### src/rtl/key_debounce_if.sv
// Signal bundle between a debounced-key consumer and the key_debounce block.
// The master drives the raw key and sample qualifier; the slave returns the clean level and edge pulses.
interface key_debounce_if;
    logic din;
    logic sample_en;
    logic q;
    logic qbar;
    logic rise;
    logic fall;

    modport master (
        output din,
        output sample_en,
        input  q,
        input  qbar,
        input  rise,
        input  fall
    );

    modport slave (
        input  din,
        input  sample_en,
        output q,
        output qbar,
        output rise,
        output fall
    );
endinterface

### src/rtl/key_debounce.sv
// Turns a bouncy asynchronous key input into a clean registered level with one-cycle rise/fall pulses.
// Two-flop synchronizer feeding a four-state stability FSM with a saturating-free check counter.
module key_debounce #(
    parameter int STABLE_CYCLES = 16,
    parameter int CNT_W         = 5
) (
    input logic           clk,
    input logic           reset,
    key_debounce_if.slave bus
);

    typedef enum logic [1:0] {
        STABLE_LOW,
        CHECK_HIGH,
        STABLE_HIGH,
        CHECK_LOW
    } state_t;

    localparam logic [CNT_W-1:0] CNT_LAST = CNT_W'(STABLE_CYCLES - 1);

    logic             s1_q, s2_q;
    state_t           state_q, state_d;
    logic [CNT_W-1:0] cnt_q, cnt_d;
    logic             q_q, q_d;
    logic             qbar_q;
    logic             rise_q, rise_d;
    logic             fall_q, fall_d;
    logic             commitRise, commitFall;

    // Synchronizer runs every edge; only the FSM and counter honour sample_en.
    always_ff @(posedge clk or posedge reset) begin
        if (reset) begin
            s1_q    <= 1'b0;
            s2_q    <= 1'b0;
            state_q <= STABLE_LOW;
            cnt_q   <= '0;
            q_q     <= 1'b0;
            qbar_q  <= 1'b1;
            rise_q  <= 1'b0;
            fall_q  <= 1'b0;
        end else begin
            s1_q    <= bus.din;
            s2_q    <= s1_q;
            state_q <= state_d;
            cnt_q   <= cnt_d;
            q_q     <= q_d;
            qbar_q  <= ~q_d;
            rise_q  <= rise_d;
            fall_q  <= fall_d;
        end
    end

    always_comb begin
        state_d    = state_q;
        cnt_d      = cnt_q;
        commitRise = 1'b0;
        commitFall = 1'b0;
        if (bus.sample_en) begin
            case (state_q)
                STABLE_LOW: begin
                    if (s2_q) begin
                        state_d = CHECK_HIGH;
                        cnt_d   = '0;
                    end
                end
                CHECK_HIGH: begin
                    if (!s2_q) begin
                        state_d = STABLE_LOW;
                        cnt_d   = '0;
                    end else if (cnt_q == CNT_LAST) begin
                        state_d    = STABLE_HIGH;
                        cnt_d      = '0;
                        commitRise = 1'b1;
                    end else begin
                        cnt_d = cnt_q + CNT_W'(1);
                    end
                end
                STABLE_HIGH: begin
                    if (!s2_q) begin
                        state_d = CHECK_LOW;
                        cnt_d   = '0;
                    end
                end
                CHECK_LOW: begin
                    if (s2_q) begin
                        state_d = STABLE_HIGH;
                        cnt_d   = '0;
                    end else if (cnt_q == CNT_LAST) begin
                        state_d    = STABLE_LOW;
                        cnt_d      = '0;
                        commitFall = 1'b1;
                    end else begin
                        cnt_d = cnt_q + CNT_W'(1);
                    end
                end
                default: begin
                    state_d = STABLE_LOW;
                    cnt_d   = '0;
                end
            endcase
        end
    end

    // The debounced level follows the high-side states, so q and the pulse land on the same edge.
    always_comb begin
        q_d    = (state_d == STABLE_HIGH) || (state_d == CHECK_LOW);
        rise_d = commitRise;
        fall_d = commitFall;
    end

    assign bus.q    = q_q;
    assign bus.qbar = qbar_q;
    assign bus.rise = rise_q;
    assign bus.fall = fall_q;

endmodule

### src/flat_wrapper.sv
// flat-port wrapper written by rule: the top's interface ports become plain ports
module key_debounce_flat 
#(
    parameter int STABLE_CYCLES = 16,
    parameter int CNT_W         = 5
)
  (clk, reset, bus_din, bus_sample_en, bus_q, bus_qbar, bus_rise, bus_fall);
  key_debounce_if bus_i ();
  input logic clk;
  input logic reset;
  input wire logic [$bits(bus_i.din)-1:0] bus_din;
  input wire logic [$bits(bus_i.sample_en)-1:0] bus_sample_en;
  output wire logic [$bits(bus_i.q)-1:0] bus_q;
  output wire logic [$bits(bus_i.qbar)-1:0] bus_qbar;
  output wire logic [$bits(bus_i.rise)-1:0] bus_rise;
  output wire logic [$bits(bus_i.fall)-1:0] bus_fall;
  assign bus_i.din = bus_din;
  assign bus_i.sample_en = bus_sample_en;
  assign bus_q = bus_i.q;
  assign bus_qbar = bus_i.qbar;
  assign bus_rise = bus_i.rise;
  assign bus_fall = bus_i.fall;
  key_debounce #(.STABLE_CYCLES(STABLE_CYCLES), .CNT_W(CNT_W)) u_core (.clk(clk), .reset(reset), .bus(bus_i));
endmodule
### config.mk
export PLATFORM = sky130hd
export DESIGN_NAME = key_debounce_flat
export DESIGN_NICKNAME = d
export VERILOG_FILES = /design/src/rtl/key_debounce_if.sv /design/src/rtl/key_debounce.sv /design/src/flat_wrapper.sv
export SDC_FILE = /design/constraint.sdc
export NUM_CORES = 1
export LEC_CHECK = 0
export ABC_CLOCK_PERIOD_IN_PS = 2450
export CORE_AREA = 2 2 39 41
export CTS_BUF_LIST = sky130_fd_sc_hd__clkbuf_16
export DETAILED_ROUTE_END_ITERATION = 12
export DIE_AREA = 0 0 41 43
export PLACE_DENSITY = 0.68
export SLEW_MARGIN = 20
export SYNTH_ARGS = -nofsm -noshare
export SYNTH_HDL_FRONTEND = slang
export SYNTH_SLANG_ARGS = --single-unit
### constraint.sdc
create_clock -name clk -period 2.45 [get_ports clk]
set_input_delay 0.3675 -clock clk [delete_from_list [all_inputs] [get_ports clk]]
set_output_delay 0.3675 -clock clk [all_outputs]
set_load 0.005 [all_outputs]
# ---- Word level (Yosys, flattened, before mapping)
# Cells that the tools add are included.
dict set report word_totals {
  reg_bits 13
  latch_bits 0
  mem_bits_rw 0
  romBits 0
  in_bits 4
  word_cells 42
  memories 0
}
dict set report op_classes {
  addsub 1
  mul 0
  div_mod_pow 0
  n_lt_le_gt_ge 0
  eq_ne 8
  shift 0
  n_mux 21
  bitwise_logic 1
  reduce_logical 3
}
# operator count
set op_table {}
lappend op_table {{$mux W5} 5}
lappend op_table {{$pmux W5 S4} 1}
lappend op_table {{$mux W2} 7}
lappend op_table {{$eq A2 B2 Y1 const B} 4}
lappend op_table {{$pmux W2 S4} 1}
lappend op_table {{$mux W1} 7}
lappend op_table {{$add A5 B1 Y5 const B} 1}
lappend op_table {{$eq A5 B4 Y1 const B} 1}
lappend op_table {{$reduce_and A3 Y1} 1}
lappend op_table {{$eq A2 B1 Y1 const B} 1}
lappend op_table {{$logic_not A2 Y1} 1}
lappend op_table {{$ne A2 B1 Y1 const B} 1}
lappend op_table {{$ne A2 B2 Y1 const B} 1}
lappend op_table {{$logic_or A1 B1 Y1} 1}
lappend op_table {{$not A1 Y1} 1}

# ---- Longest topological paths before layout
# Gate-level depths: netlist (run 1).
dict set report depth {
  depth_word 8
  mapped_depth 4
  mapped_depth_nobuf 4
}

# ---- Worst setup path after synthesis (run 1)
# Ideal clock, no wire load.
dict set report synth_timing {
  kind {register -> register}
  start {register u_core.cnt_q[0]}
  end {register u_core.q_q, in the netlist u_core.bus.q}
  setup_time_ps 128
  t_arrival_ps 1316
  required_time_ps 2322
  path_slack_ps 1007
  path_stages_with_launch 5
  path_buffers 0
  period_less_slack_ps 1443
  cell_sequence {dfrtp_1 -> ha_1 -> and4b_1 -> and3_1 -> mux2_1}
}
dict set report synth_via {
  elab_chain_cells 7
}
# element line
set synth_rtl {}
lappend synth_rtl {{start: declaration} key_debounce.sv:23} ;# logic [CNT_W-1:0] cnt_q, cnt_d;
lappend synth_rtl {{start signal: assignment} key_debounce.sv:45} ;# cnt_q <= cnt_d;
lappend synth_rtl {{$eq A5 B4 Y1 (*)} {key_debounce.sv:70, key_debounce.sv:88}}
lappend synth_rtl {{$mux W2 (on tied branches)} {key_debounce.sv:88, key_debounce.sv:70}}
lappend synth_rtl {{$mux W2 (on tied branches)} {key_debounce.sv:85, key_debounce.sv:67}}
lappend synth_rtl {{$pmux W2 S4 (*)} key_debounce.sv:59} ;# case (state_q)
lappend synth_rtl {{$mux W2 (*)} key_debounce.sv:58} ;# if (bus.sample_en) begin
lappend synth_rtl {{$eq A2 B2 Y1} key_debounce.sv:106} ;# q_d = (state_d == STABLE_HIGH) || (state_d == CHECK_LOW);
lappend synth_rtl {{$logic_or A1 B1 Y1 (*)} key_debounce.sv:106}
lappend synth_rtl {{named net u_core.q_d} key_debounce.sv:24} ;# logic q_q, q_d;
lappend synth_rtl {{end signal: assignment} key_debounce.sv:46} ;# q_q <= q_d;
lappend synth_rtl {{end: declaration} key_debounce.sv:24}
# The timed path passes the listed nets; every way through them passes the cells marked *.
# A chain may end at the register's enable or synchronous reset.

# ---- Worst setup path after layout (run 1)
dict set report layout_timing {
  start {register u_core.qbar_q, in the netlist u_core.bus.qbar}
  end {output bus_qbar}
}
# element line
set layout_lines {}
lappend layout_lines {{start: declaration} key_debounce.sv:25} ;# logic qbar_q;
lappend layout_lines {{start signal: assignment} key_debounce.sv:47} ;# qbar_q <= ~q_d;
lappend layout_lines {{end: declaration} flat_wrapper.sv:14} ;# output wire logic [$bits(bus_i.qbar)-1:0] bus_qbar;
# No word-level cell between the ends.

==> results of run 1 <==
==> logic make-up after synthesis <==
kind of cell,count (synthesis),synth area share
flip-flops,13,0.559
AND/OR/NAND/NOR,12,0.137
AO/OA/AOI/OAI,10,0.128
buffers and inverters,5,0.0364
multiplexers,5,0.0899
XOR/XNOR,1,0.0278
adder cells (fa/ha/maj),1,0.0214
==> state kept, by name, summed over array words and instances (netlist names) <==
| name | count |
|---|---|
| u_core.cnt_q | 5 |
| u_core.state_q | 2 |
| u_core.bus.fall | 1 |
| u_core.bus.q | 1 |
| u_core.bus.qbar | 1 |
| u_core.bus.rise | 1 |
| u_core.s1_q | 1 |
| u_core.s2_q | 1 |
==> power by group through the flow <==
stage               Combinational (uW)  Clock, uW  Sequential (uW)
floorplan                         24.7          0              231
global placement                  28.5          0              235
detailed placement                29.7          0              236
CTS                               30.0        309              232
global route                      34.2        324              234
finish                            29.2        302              232
==> path summary, 6_finish.rpt <==
kind	start	slack, ns	endpoint
max	u_core.bus.qbar$_DFF_PP1_	0.85	bus_qbar
min	u_core.s1_q$_DFF_PP0_	0.35	u_core.s2_q$_DFF_PP0_
max reg2reg	u_core.cnt_q[0]$_DFFE_PP0P_	0.92	u_core.bus.q$_DFF_PP0_
min reg2reg	u_core.s1_q$_DFF_PP0_	0.35	u_core.s2_q$_DFF_PP0_
max in group asynchronous	reset	1.66	u_core.bus.qbar$_DFF_PP1_
min in group asynchronous	reset	0.44	u_core.s1_q$_DFF_PP0_
==> layer usage <==
metal  global-route usage  share of wire  vias up
met5                    0              0        -
met4                0.120          0.042        0
met3               0.0628          0.053        5
met2                0.181           0.44       10
met1                0.181           0.46      189
li1                     -              -      192
==> cell usage after synthesis <==
| master | instances |
|---|---|
| o21ai_1 | 2 |
| nand3_1 | 3 |
| dfrtp_1 | 12 |
| nand4b_1 | 2 |
| a41oi_1 | 1 |
| o2bb2ai_1 | 1 |
| inv_1 | 3 |
| o211a_1 | 1 |
| a32o_1 | 1 |
| xor2_2 | 1 |
| mux2i_1 | 3 |
| a21oi_1 | 1 |
| a21boi_1 | 1 |
| dfstp_2 | 1 |
| and3_1 | 2 |
| nor3b_1 | 2 |
| nand2_1 | 1 |
| o211ai_1 | 1 |
| buf_2 | 2 |
| mux2_1 | 2 |
| o21a_1 | 1 |
| and4b_1 | 1 |
| nand4_1 | 1 |
| ha_1 | 1 |
==> layout make-up <==
cell class                 count  area, um^2  area share
sequential                    13         327       0.439
clock inverter                 1        3.75     0.00505
clock buffer                   3        75.1       0.101
inverter                       3        11.3      0.0152
timing repair buffer           7        70.1      0.0943
multi-input combinational     29         236       0.318
tap                           16        20.0      0.0269
==> metrics by stage <==
stage	cell area, um^2	power (uW)
2_1_floorplan	584	256
3_3_place_gp	664	264
3_5_place_dp	664	265
4_1_cts	743	571
5_1_grt	743	592
6_report	743	564
==> flow_summary.json, run 1 <==
{
  "yosysUniqueCellTypes": 24,
  "synth_area_leaders": "dfrtp_1 51%, mux2i_1 5.1%, dfstp_2 4.5%",
  "setup_viol": 0,
  "final_cell_mix": "12 x dfrtp_1, 7 x clkdlybuf4s50_1, 4 x inv_1",
  "via_per_inst": 5.50,
  "ys_seq_area_frac": 0.559,
  "worst_ir_drop_vdd_v": 0.000452,
  "holdWs_ns": 0.350,
  "ys_warn_count": 0,
  "fin_nets": 62,
  "insertion_delay_ns": 0.24,
  "dieWidth_um": 41,
  "whs_path_depth": 0,
  "synth_area_um2": 584,
  "drv_slew": 0,
  "critPathArrivalTime_ns": 1.23,
  "routed_wl_um": 955,
  "die-area_mm2": 0.00176,
  "path_class": "flop to primary output",
  "diodes": 0,
  "hold_viol": 0,
  "internal-power_uw": 451,
  "crit_family": "flip-flops",
  "p_switching_uw": 112,
  "syn-num-nets": 52,
  "synth.avg_cell_area_um2": 12.4,
  "netlist_instances": 47,
  "max-clock-path-buffers": 2,
  "grt_pass1_vias": 353,
  "place_hpwl_um": 640,
  "grt_use_total": 0.144,
  "power_frac_seq": 0.412,
  "tightest_slew_ns": 0.474,
  "antenna_found_initial": 0,
  "htreeDepth": 1,
  "worst_path_max_delay_cell": "dfstp_2",
  "ys_seq_elements": 13,
  "drt_iter0_drc": 10,
  "coreArea_mm2": 0.00138,
  "power_density_mw_per_mm2": 758,
  "ioPinCount": 8,
  "synth_top_area_frac": 0.514,
  "ant_nets": 0,
  "status": "completed",
  "rsz0062_at_grt": "false",
  "slew_headroom": 0.684,
  "cp_cell_sequence": "clkdlybuf4s50_1",
  "cts-root-buf": "clkbuf_16",
  "post-route-util": 0.537,
  "cp_data_required_time_ns": 2.08,
  "cts_resized": 0,
  "wire_per_inst_um": 13.3,
  "fmax_ghz": 0.626,
  "first_pass_iters": 4,
  "pwr-share-comb": 0.052,
  "end_kind": "primary output",
  "skew_ns": 0.00172,
  "reg2reg_depth": 4,
  "min_period_ns": 1.60,
  "clkTransAtPathRegs_ns": 0.04,
  "rows": 14,
  "pwr-share-clk": 0.536,
  "grt_first_pass_wirelength_um": 1550,
  "crit_buf_inv": 1,
  "place_congestion": 0.770,
  "start_kind": "flop",
  "setup_slack_ns": 0.853,
  "start_util": 0.422,
  "critical_path.max_fanout": 1,
  "synth_top_cell_by_area": "dfrtp_1",
  "fin_setup_tns_ns": 0,
  "place_inst": 68,
  "cts_tree": "done",
  "post-route-period-util": 0.652,
  "layout-drive-gt1-share": 0.0893,
  "cpPeakStageDelay_ns": 0.50,
  "drc": 0,
  "hold_buffers": 0,
  "switching_share": 0.200,
  "hp-class": "flop to flop",
  "port_buffers": 7,
  "vias": 396,
  "fin_cells": 72,
  "dp_slack_ns": 0.688,
  "syn2layout_area_growth_pct": 27.2,
  "critical_path_depth": 1,
  "fillerInstances": 115,
  "postCtsSetupBuffers": 0,
  "die_h_um": 43,
  "maxCapViolCount": 0,
  "leakagePower_uw": 0.000342,
  "cts_sinks": 13,
  "cts_buffers": 3,
  "grt_overflow": 0,
  "grt_max_degree": 14,
  "layout_commonest_cell": "dfrtp_1"
}
Note: power is estimated with default switching activity, not from simulation.
==> run 2: changes to the inputs <==
--- a/config.mk
+++ b/config.mk
@@ -5,12 +5,11 @@
 export SDC_FILE = /design/constraint.sdc
 export NUM_CORES = 1
 export LEC_CHECK = 0
-export ABC_CLOCK_PERIOD_IN_PS = 2450
-export CORE_AREA = 2 2 39 41
+export ABC_CLOCK_PERIOD_IN_PS = 1400
+export CORE_UTILIZATION = 45
 export CTS_BUF_LIST = sky130_fd_sc_hd__clkbuf_16
 export DETAILED_ROUTE_END_ITERATION = 12
-export DIE_AREA = 0 0 41 43
-export PLACE_DENSITY = 0.68
+export PLACE_DENSITY = 0.72
 export SLEW_MARGIN = 20
 export SYNTH_ARGS = -nofsm -noshare
 export SYNTH_HDL_FRONTEND = slang
==> constraint.sdc (replaced) <==
create_clock -name clk -period 1.4 [get_ports clk]
set_input_delay 0.21 -clock clk [delete_from_list [all_inputs] [get_ports clk]]
set_output_delay 0.21 -clock clk [all_outputs]
set_load 0.005 [all_outputs]
==> run 2 against run 1 <==
The flow now finishes with violations (negative setup slack). Clock skew is 0.0017 ns higher. Register-to-register slack got worse by 0.95 ns. Power is 80% higher. Sequential share of layout area decreased by 6.6 points. Flip-flop and latch count stayed put. Non-clock buffer count grew 11. Via count up 17%. Global-route usage grew 8.6 points. Worst hold slack worse by 0.030 ns. Worst setup slack lost 0.89 ns. Largest power group unchanged.
==> flow_summary.json, run 2 (synthesis results as in run 1) <==
{
  "rrSetupSlack_ns": -0.03,
  "via_per_inst": 5.73,
  "post-route-util": 0.756,
  "met2_length_um": 773,
  "clkTransAtPathRegs_ns": 0.04,
  "rsz0062_at_grt": "true",
  "vias": 464,
  "coreArea_mm2": 0.00116,
  "detail_route.wirelength.met1_um": 515,
  "placed_area_um2": 714,
  "routed.top_layer": "met4",
  "drv_slew": 0,
  "critical_path.max_fanout": 3,
  "cts-root-buf": "clkbuf_16",
  "cts_tree": "done",
  "die-area_mm2": 0.00145,
  "place_hpwl_um": 828,
  "skew_ns": 0.00338,
  "htreeDepth": 1,
  "fmax_ghz": 0.698,
  "syn2layout_area_growth_pct": 49.7,
  "start_util": 0.505,
  "dieWidth_um": 38.0,
  "cp_cell_sequence": "ha_2 > and4b_1 > and3_4 > mux2_4",
  "fin_nets": 73,
  "power_uw": 1010,
  "setup_slack_ns": -0.0329,
  "grt_pass1_vias": 471,
  "slew_headroom": 0.663,
  "stdcell_area_um2": 875,
  "regMostFlops": "u_core.cnt_q",
  "routed_wl_um": 1380,
  "hold_viol": 0,
  "diodes": 0,
  "grt_first_pass_wirelength_um": 2120,
  "wire_per_inst_um": 17.0,
  "reg2reg_depth": 4,
  "cts_sinks": 13,
  "fin_setup_tns_ns": -0.0610,
  "power_density_mw_per_mm2": 1160,
  "ioPinCount": 8,
  "hp-class": "input pin to asynchronous set/reset pin",
  "post-route-period-util": 1.02,
  "ant_nets": 0,
  "critPathArrivalTime_ns": 1.55,
  "tightest_slew_ns": 0.505,
  "cpPeakStageDelay_ns": 0.36,
  "place_congestion": 0.782,
  "setup_viol": 2,
  "first_pass_iters": 4,
  "wl_met3_um": 44,
  "end_kind": "flop",
  "start_kind": "flop",
  "drt_iter0_drc": 13,
  "rows": 12,
  "layout-drive-gt1-share": 0.343,
  "leakagePower_uw": 0.000397,
  "final_cell_mix": "12 x dfrtp_1, 10 x buf_4, 6 x clkdlybuf4s50_1, 4 x inv_1",
  "cp_data_required_time_ns": 1.52,
  "port_buffers": 7,
  "maxCapViolCount": 0,
  "critPathLaunch": "u_core.cnt_q[1]$_DFFE_PP0P_",
  "path_class": "flop to flop",
  "violations": "negative setup slack",
  "reg_top3": "u_core.cnt_q (5), u_core.state_q (2)",
  "drc": 0,
  "layout_commonest_cell": "dfrtp_1",
  "max-clock-path-buffers": 2,
  "worst_path_max_delay_cell": "dfrtp_1",
  "worst_ir_drop_vdd_v": 0.00106,
  "grt_overflow": 0,
  "reg2reg_from": "u_core.cnt_q[1]$_DFFE_PP0P_",
  "antenna_found_initial": 0,
  "cts_buffers": 3,
  "min_period_ns": 1.43,
  "grt_max_degree": 14,
  "largest_register_ffs": 5,
  "grt_use_total": 0.230,
  "insertion_delay_ns": 0.24,
  "die_h_um": 38.0,
  "status": "finished, violations left"
}
[run 2: cell types whose count changed in the layout (fill, tap and decap cells not counted), moves of 2 or more]
cell / previous run / this run
mux2_4: 0 / 2
nor3b_2: 0 / 2
nor3b_1: 2 / 0
mux2_1: 2 / 0
buf_4: 0 / 10
[run 2: per-stage QoR]
stage	cells	hold slack (ns)	setup WS, ns
floorplan	47	0.0862	0.00838
global placement	72	0.335	0.0450
detailed placement	72	0.353	-0.0177
CTS	80	0.325	0.00253
global route	81	0.361	-0.0817
finish	81	0.320	-0.0329
[run 2: final cells by class]
cell class	instances	area [um^2]
clock buffers	3	75.1
clock inverters	1	3.75
fillers	69	282
inverters	3	11.3
multi-input cells	29	285
flip-flops and latches	13	327
well taps	14	17.5
repair buffers	18	155
[run 2: where the power goes]
group          total (uW)  internal (uW)  switching, uW
clock                 520            375            145
sequential            401            390           10.7
combinational        92.9           44.9           48.0
[run 2: worst max-delay path, delay by kind of cell, from the launching register on]
family	cells	cell delay (ns)
AND/OR/NAND/NOR	2	0.46
adder cells (fa/ha/maj)	1	0.18
flip-flops	1	0.36
multiplexers	1	0.31
[run 2: routing by layer]
| layer | GRT usage | up-vias |
|---|---|---|
| li1 | - | 213 |
| met1 | 0.238 | 229 |
| met3 | 0.0174 | 4 |
| met2 | 0.415 | 18 |
| met5 | 0 | - |
| met4 | 0.188 | 0 |
[run 2: repair_timing]
item                       in CTS  in global routing
buffers inserted                4                  1
hold buffers                    0                  0
gates cloned                    0                  0
setup endpoints to repair       3                  5
resized for setup               1                  8
pin swaps                       1                  4
[run 2: final timing paths]
kind | endpoint
worst max-delay path | u_core.state_q[1]$_DFF_PP0_
worst min-delay path | u_core.cnt_q[1]$_DFFE_PP0P_
worst max register to register | u_core.state_q[1]$_DFF_PP0_
worst min register to register | u_core.s2_q$_DFF_PP0_
max in group asynchronous | u_core.bus.qbar$_DFF_PP1_
min in group clk | u_core.s2_q$_DFF_PP0_
